File: src/rtl/toggle_rx_pkg.sv
// Shared constants, defaults and helpers for the toggle event receiver.
package toggle_rx_pkg;

  localparam int unsigned SYNC_STAGES_MIN     = 2;
  localparam int unsigned NB_CH_DEFAULT       = 4;
  localparam int unsigned SYNC_STAGES_DEFAULT = 2;
  localparam int unsigned CNT_W_DEFAULT       = 4;

  // Per-channel pending-counter action for one cycle.
  typedef enum logic [1:0] {
    CntHold,
    CntInc,
    CntDec,
    CntSat
  } cnt_op_e;

  function automatic int unsigned cnt_max(input int unsigned cnt_w);
    return (32'd1 << cnt_w) - 32'd1;
  endfunction

endpackage

File: src/rtl/sync_bit_chain.sv
// Single-bit multi-flop synchroniser with asynchronous active-low reset.
module sync_bit_chain
  import toggle_rx_pkg::*;
#(
  parameter int unsigned SYNC_STAGES = SYNC_STAGES_DEFAULT
) (
  input  logic clk_i,
  input  logic rst_ni,
  input  logic d_i,
  output logic q_o
);

  // Never build a chain shorter than the metastability floor.
  localparam int unsigned Stages = (SYNC_STAGES < SYNC_STAGES_MIN) ? SYNC_STAGES_MIN : SYNC_STAGES;

  logic [Stages-1:0] sync_q;
  logic [Stages-1:0] sync_d;

  always_comb begin
    sync_d = {sync_q[Stages-2:0], d_i};
  end

  always_ff @(posedge clk_i or negedge rst_ni) begin
    if (!rst_ni) begin
      sync_q <= '0;
    end else begin
      sync_q <= sync_d;
    end
  end

  assign q_o = sync_q[Stages-1];

endmodule

File: src/rtl/toggle_event_receiver.sv
// Multi-channel toggle-to-pulse receiver with pending-event counters and sticky overflow.
// Define TOGGLE_EVENT_RECEIVER_PULSE_REG_EN to register pulse_o (one extra cycle of latency).
module toggle_event_receiver
  import toggle_rx_pkg::*;
#(
  parameter int unsigned NB_CH       = NB_CH_DEFAULT,
  parameter int unsigned SYNC_STAGES = SYNC_STAGES_DEFAULT,
  parameter int unsigned CNT_W       = CNT_W_DEFAULT
) (
  input  logic                   aclk,
  input  logic                   arstn,
  input  logic [NB_CH-1:0]       tgl_i,
  output logic [NB_CH-1:0]       pulse_o,
  output logic [NB_CH-1:0]       evt_valid_o,
  input  logic [NB_CH-1:0]       evt_ready_i,
  output logic [NB_CH*CNT_W-1:0] evt_cnt_o,
  output logic [NB_CH-1:0]       ovf_o,
  input  logic                   ovf_clr_i,
  output logic                   ready_o
);

  localparam int unsigned      MaskW    = $clog2(SYNC_STAGES + 2);
  localparam logic [MaskW-1:0] MaskInit = MaskW'(SYNC_STAGES + 1);
  localparam logic [CNT_W-1:0] CntMax   = CNT_W'(cnt_max(CNT_W));

  // Startup mask: hides edges caused by the chains settling to the input level after reset.
  logic [MaskW-1:0] mask_q;
  logic [MaskW-1:0] mask_d;
  logic             mask_done;

  always_comb begin
    mask_done = (mask_q == '0);
    mask_d    = mask_q;
    if (!mask_done) begin
      mask_d = mask_q - MaskW'(1);
    end
  end

  always_ff @(posedge aclk or negedge arstn) begin
    if (!arstn) begin
      mask_q <= MaskInit;
    end else begin
      mask_q <= mask_d;
    end
  end

  assign ready_o = mask_done;

  for (genvar c = 0; c < NB_CH; c++) begin : g_ch
    logic             sync_out;
    logic             hist_q;
    logic             hist_d;
    logic             edge_raw;
    logic             edge_v;
    logic             pop;
    logic [CNT_W-1:0] cnt_q;
    logic [CNT_W-1:0] cnt_d;
    logic             ovf_q;
    logic             ovf_d;
    logic             ovf_set;
    cnt_op_e          cnt_op;

    sync_bit_chain #(
      .SYNC_STAGES(SYNC_STAGES)
    ) u_sync (
      .clk_i (aclk),
      .rst_ni(arstn),
      .d_i   (tgl_i[c]),
      .q_o   (sync_out)
    );

    always_comb begin
      hist_d   = sync_out;
      edge_raw = sync_out ^ hist_q;
      edge_v   = edge_raw & mask_done;
      pop      = (cnt_q != '0) & evt_ready_i[c];

      cnt_op = CntHold;
      if (edge_v && !pop) begin
        cnt_op = (cnt_q == CntMax) ? CntSat : CntInc;
      end else if (!edge_v && pop) begin
        cnt_op = CntDec;
      end

      cnt_d   = cnt_q;
      ovf_set = 1'b0;
      unique case (cnt_op)
        CntInc:  cnt_d = cnt_q + CNT_W'(1);
        CntDec:  cnt_d = cnt_q - CNT_W'(1);
        CntSat:  ovf_set = 1'b1;
        default: cnt_d = cnt_q;
      endcase

      // Set has priority over clear so an overflow in the clearing cycle is never lost.
      ovf_d = ovf_set | (ovf_q & ~ovf_clr_i);
    end

    always_ff @(posedge aclk or negedge arstn) begin
      if (!arstn) begin
        hist_q <= 1'b0;
        cnt_q  <= '0;
        ovf_q  <= 1'b0;
      end else begin
        hist_q <= hist_d;
        cnt_q  <= cnt_d;
        ovf_q  <= ovf_d;
      end
    end

`ifdef TOGGLE_EVENT_RECEIVER_PULSE_REG_EN
    logic pulse_q;
    logic pulse_d;

    always_comb begin
      pulse_d = edge_v;
    end

    always_ff @(posedge aclk or negedge arstn) begin
      if (!arstn) begin
        pulse_q <= 1'b0;
      end else begin
        pulse_q <= pulse_d;
      end
    end

    assign pulse_o[c] = pulse_q;
`else
    assign pulse_o[c] = edge_v;
`endif

    assign evt_valid_o[c]              = (cnt_q != '0);
    assign evt_cnt_o[c*CNT_W +: CNT_W] = cnt_q;
    assign ovf_o[c]                    = ovf_q;
  end

endmodule

File: config.mk
export PLATFORM = sky130hd
export DESIGN_NAME = toggle_event_receiver
export DESIGN_NICKNAME = d
export VERILOG_FILES = /design/src/rtl/toggle_rx_pkg.sv /design/src/rtl/sync_bit_chain.sv /design/src/rtl/toggle_event_receiver.sv
export SDC_FILE = /design/constraint.sdc
export NUM_CORES = 1
export LEC_CHECK = 0
export CELL_PAD_IN_SITES_DETAIL_PLACEMENT = 1
export CELL_PAD_IN_SITES_GLOBAL_PLACEMENT = 1
export CORE_MARGIN = 8
export CORE_UTILIZATION = 39
export DETAILED_ROUTE_END_ITERATION = 8
export GPL_ROUTABILITY_DRIVEN = 0
export GPL_TIMING_DRIVEN = 0
export HOLD_SLACK_MARGIN = 0.06
export MAX_ROUTING_LAYER = met4
export PLACE_DENSITY = 0.9
export SKIP_CTS_REPAIR_TIMING = 1
export SYNTH_ARGS = -nofsm -noshare
export SYNTH_HDL_FRONTEND = slang
export SYNTH_SLANG_ARGS = --single-unit
File: constraint.sdc
create_clock -name aclk -period 6.2 [get_ports aclk]
set_clock_uncertainty 0.05 [all_clocks]
set_input_delay 1.24 -clock aclk [delete_from_list [all_inputs] [get_ports aclk]]
set_output_delay 1.24 -clock aclk [all_outputs]
set_load 0.03 [all_outputs]
==> summary.md <==
| Metric | Value |
|---|---|
| Final setup viols | `0` |
| Largest stage delay, worst path | `580 ps` |
| Initial antenna violation count | `0` |
| Yosys Warn Count | `0` |
| Initial Utilization | `0.398` |
| FF-to-FF Start | `mask_q[0]` |
| Synth Area in Compound Gates | `0.0783` |
| Synth Area per Inst | `11.4 um2` |
| Worst-path maximum fanout | `10` |
| Cells on worst reg2reg path | `11` |
| Setup TNS | `0 ps` |
| First-pass GRT wire length | `6.69 mm` |
| CTS tree | `built` |
| Final Cycle Share | `0.554` |
| Met2 GRT Util | `0.202` |
| Total clock buffers created by CTS | `5` |
| WP data arrival | `2140 ps` |
| WP buf/inv | `5` |
| Via count | `1358` |
| H-tree lvl count | `2` |
| GRT met1 Usage | `0.124` |
| Mux share of post-synthesis cell area | `0.0621` |
| Initial DRC Count | `30` |
| All-layer global routing usage | `0.117` |
| GR Layer Usage met3 | `0.0415` |
| Main combinational cell family by area after synthesis | `adder cells` |
| Total Nets Final | `237` |
| Reg clk slew, reported paths | `70 ps` |
| Clock latency on the worst-skew pair | `270 ps` |
| Tightest Pin Transition | `768 ps` |
| Post-synthesis cell type count | `24` |
| Port Buffers | `39` |
| Leakage | `0.00116 uW` |
| Setup slack, reg-to-reg | `3850 ps` |
| Min Clock Period, post-route | `3430 ps` |
| Area of the multi-input gates | `850 um2` |
| HPWL Detailed | `2.94 mm` |
| Routed wire per std cell | `14.3 um` |
| Register area | `853 um2` |
| Final Hold Fails | `0` |
| Die area | `7220 um2` |
| Hold Path Sink | `g_ch[3].u_sync.sync_q[1]` |
| Number of global-route vias before repair | `1460` |
| CP Class | `reg -> out` |
| Row Count | `25` |
| Drt pass-1 iters | `4` |
| Share of cells above drive strength 1 | `0.171` |
| Simple-Gate Fraction of Synth Area | `0.107` |
| Mapped cell area | `1850 um2` |
| Power Dens Cells | `488 nW/um2` |
| DRT antenna net count | `0` |
| Clock Path Buffers | `2` |
| Overflow after GRT | `0` |
| WP data required | `4910 ps` |
| Outcome | `completed` |
| Max IR drop VDD | `0.266 mV` |
| Syn Inst Count | `163` |
| Crit Reg-Reg Endpoint | `g_ch[2].cnt_q[3]` |
| Hold Crit Class | `reg -> reg` |
| Hold path cells | `0` |
| Synth Area in XOR/XNOR | `0.0803` |
| N_diodes | `0` |
| HP Start | `g_ch[3].u_sync.sync_q[0]` |
| Slew Limit Fails | `0` |
| Seq/Total Area, Yosys | `0.460` |
| IO Pins | `40` |
| Achievable Freq | `291 MHz` |
| Startpoint Class | `register` |
| GR peak layer | `met2` |
| FILL cells | `513` |
| Via density | `5.14` |
| Max cap viols | `0` |
| Unrepaired setup endpoints after global routing | `false` |
| CP endpoint kind | `primary output` |
| Clock Tree Root | `clkbuf_8` |
| Core area | `4660 um2` |
| Die X | `85.0 um` |
| Largest net degree at the start of global routing | `35` |
| Chip Height | `85.0 um` |
| Crit path max-delay family | `buffers and inverters` |
| Most common cell on crit path | `inv_1` |
| Post-Synth Adder-Cell Area | `0.131` |
| Slew HR | `0.488` |
| CTS sink count | `34` |
| Syn nets | `191` |
| Final Power | `1180 uW` |
| Max stage delay cell, worst path | `clkdlybuf4s50_1` |
| DRC | `0` |
| Layout area overhead | `30.4%` |
| Seq cells post-synth | `34` |
| Routed WL | `3.77 mm` |
| Worst-path cell chain | `inv_1, ha_1, buf_2, nand2_1, inv_1, buf_4, clkdlybuf4s50_1` |
| Crit path depth | `7` |
==> metal layers <==
layer  share of wire  up-vias
met1            0.42      689
met3           0.045        2
met4          0.0045        0
li1                -      642
met5               0        -
met2            0.53       25
==> cells in the mapped netlist <==
cell,number,share of area
mux2i_1,7,0.038
o21ai_0,5,0.013
xor2_1,8,0.038
xnor2_1,9,0.043
ha_1,13,0.088
buf_2,1,0.0027
a21oi_1,5,0.013
dfstp_2,2,0.028
nand2_1,5,0.010
dfrtp_1,32,0.43
and3_1,4,0.013
nand3_2,4,0.022
nand4_1,4,0.013
or4_4,4,0.024
mux2_2,4,0.024
inv_2,4,0.0081
a21o_1,4,0.016
nand3_1,8,0.022
inv_1,19,0.038
nor2_1,1,0.0020
buf_4,8,0.032
o41ai_1,4,0.019
a21boi_0,4,0.016
fa_1,4,0.043
==> worst max path at each step <==
stage / from / slack (ps) / endpoint
5_1_grt: mask_q[0] / 2650 / pulse_o[2]
6_report: mask_q[0] / 2770 / pulse_o[2]
2_1_floorplan: mask_q[0] / 3540 / pulse_o[1]
3_5_place_dp: mask_q[0] / 3040 / pulse_o[2]
3_3_place_gp: mask_q[0] / 3050 / pulse_o[3]
4_1_cts: mask_q[0] / 2730 / pulse_o[2]
==> sequential cells by signal, summed over array words and instances (netlist names) <==
register / count
g_ch.cnt_q: 16
g_ch.ovf_q: 4
g_ch.hist_q: 4
g_ch.u_sync.sync_q: 8
mask_q: 2
==> cell type report <==
type / count / share of cell area
buffer: 9 / 0.0269
timing repair buffer: 39 / 0.159
clock buffer: 8 / 0.0455
sequential: 34 / 0.353
inverter: 23 / 0.0357
multi-input combinational: 97 / 0.351
tap: 54 / 0.0280
==> cell families (layout without fill, tap and decap cells) <==
| group | count (synthesis) | after routing |
|---|---|---|
| fa+ha+maj | 17 | 17 |
| mux | 11 | 11 |
| compound gates | 22 | 22 |
| simple gates | 30 | 30 |
| flops | 34 | 34 |
| buf+inv | 32 | 79 |
| xor+xnor | 17 | 17 |
==> cells in the final DEF (no fill, tap or decap) <==
master and instances:
nand3_2 4, nand2_1 5, clkdlybuf4s50_1 38, dfstp_2 2, nand4_1 4, buf_4 8
xnor2_1 9, inv_1 19, nand3_1 8, dfrtp_1 32, or4_4 4, buf_2 2
mux2i_1 7, a21oi_1 5, and3_1 4, inv_2 4, fa_1 4, nor2_1 1
ha_1 13, clkbuf_8 8, o21ai_0 5, xor2_1 8, a21o_1 4, mux2_2 4
o41ai_1 4, a21boi_0 4
==> metrics by stage <==
step | worst slack (ps) | instances | area (um2) | hold slack (ps) | utilization
floorplan | 3540 | 163 | 1850 | 281 | -
global placement | 3050 | 256 | 2310 | 282 | 0.496
detailed placement | 3040 | 256 | 2310 | 286 | 0.495
CTS | 2730 | 264 | 2420 | 301 | 0.519
global route | 2650 | 264 | 2420 | 318 | 0.519
finish | 2770 | 264 | 2420 | 299 | 0.519
==> where the power goes <==
| group | internal (uW) | switching (uW) |
|---|---|---|
| sequential | 288 | 98.1 |
| clock | 112 | 76.4 |
| combinational | 286 | 320 |
No activity file was read; power rests on OpenSTA's default activity.
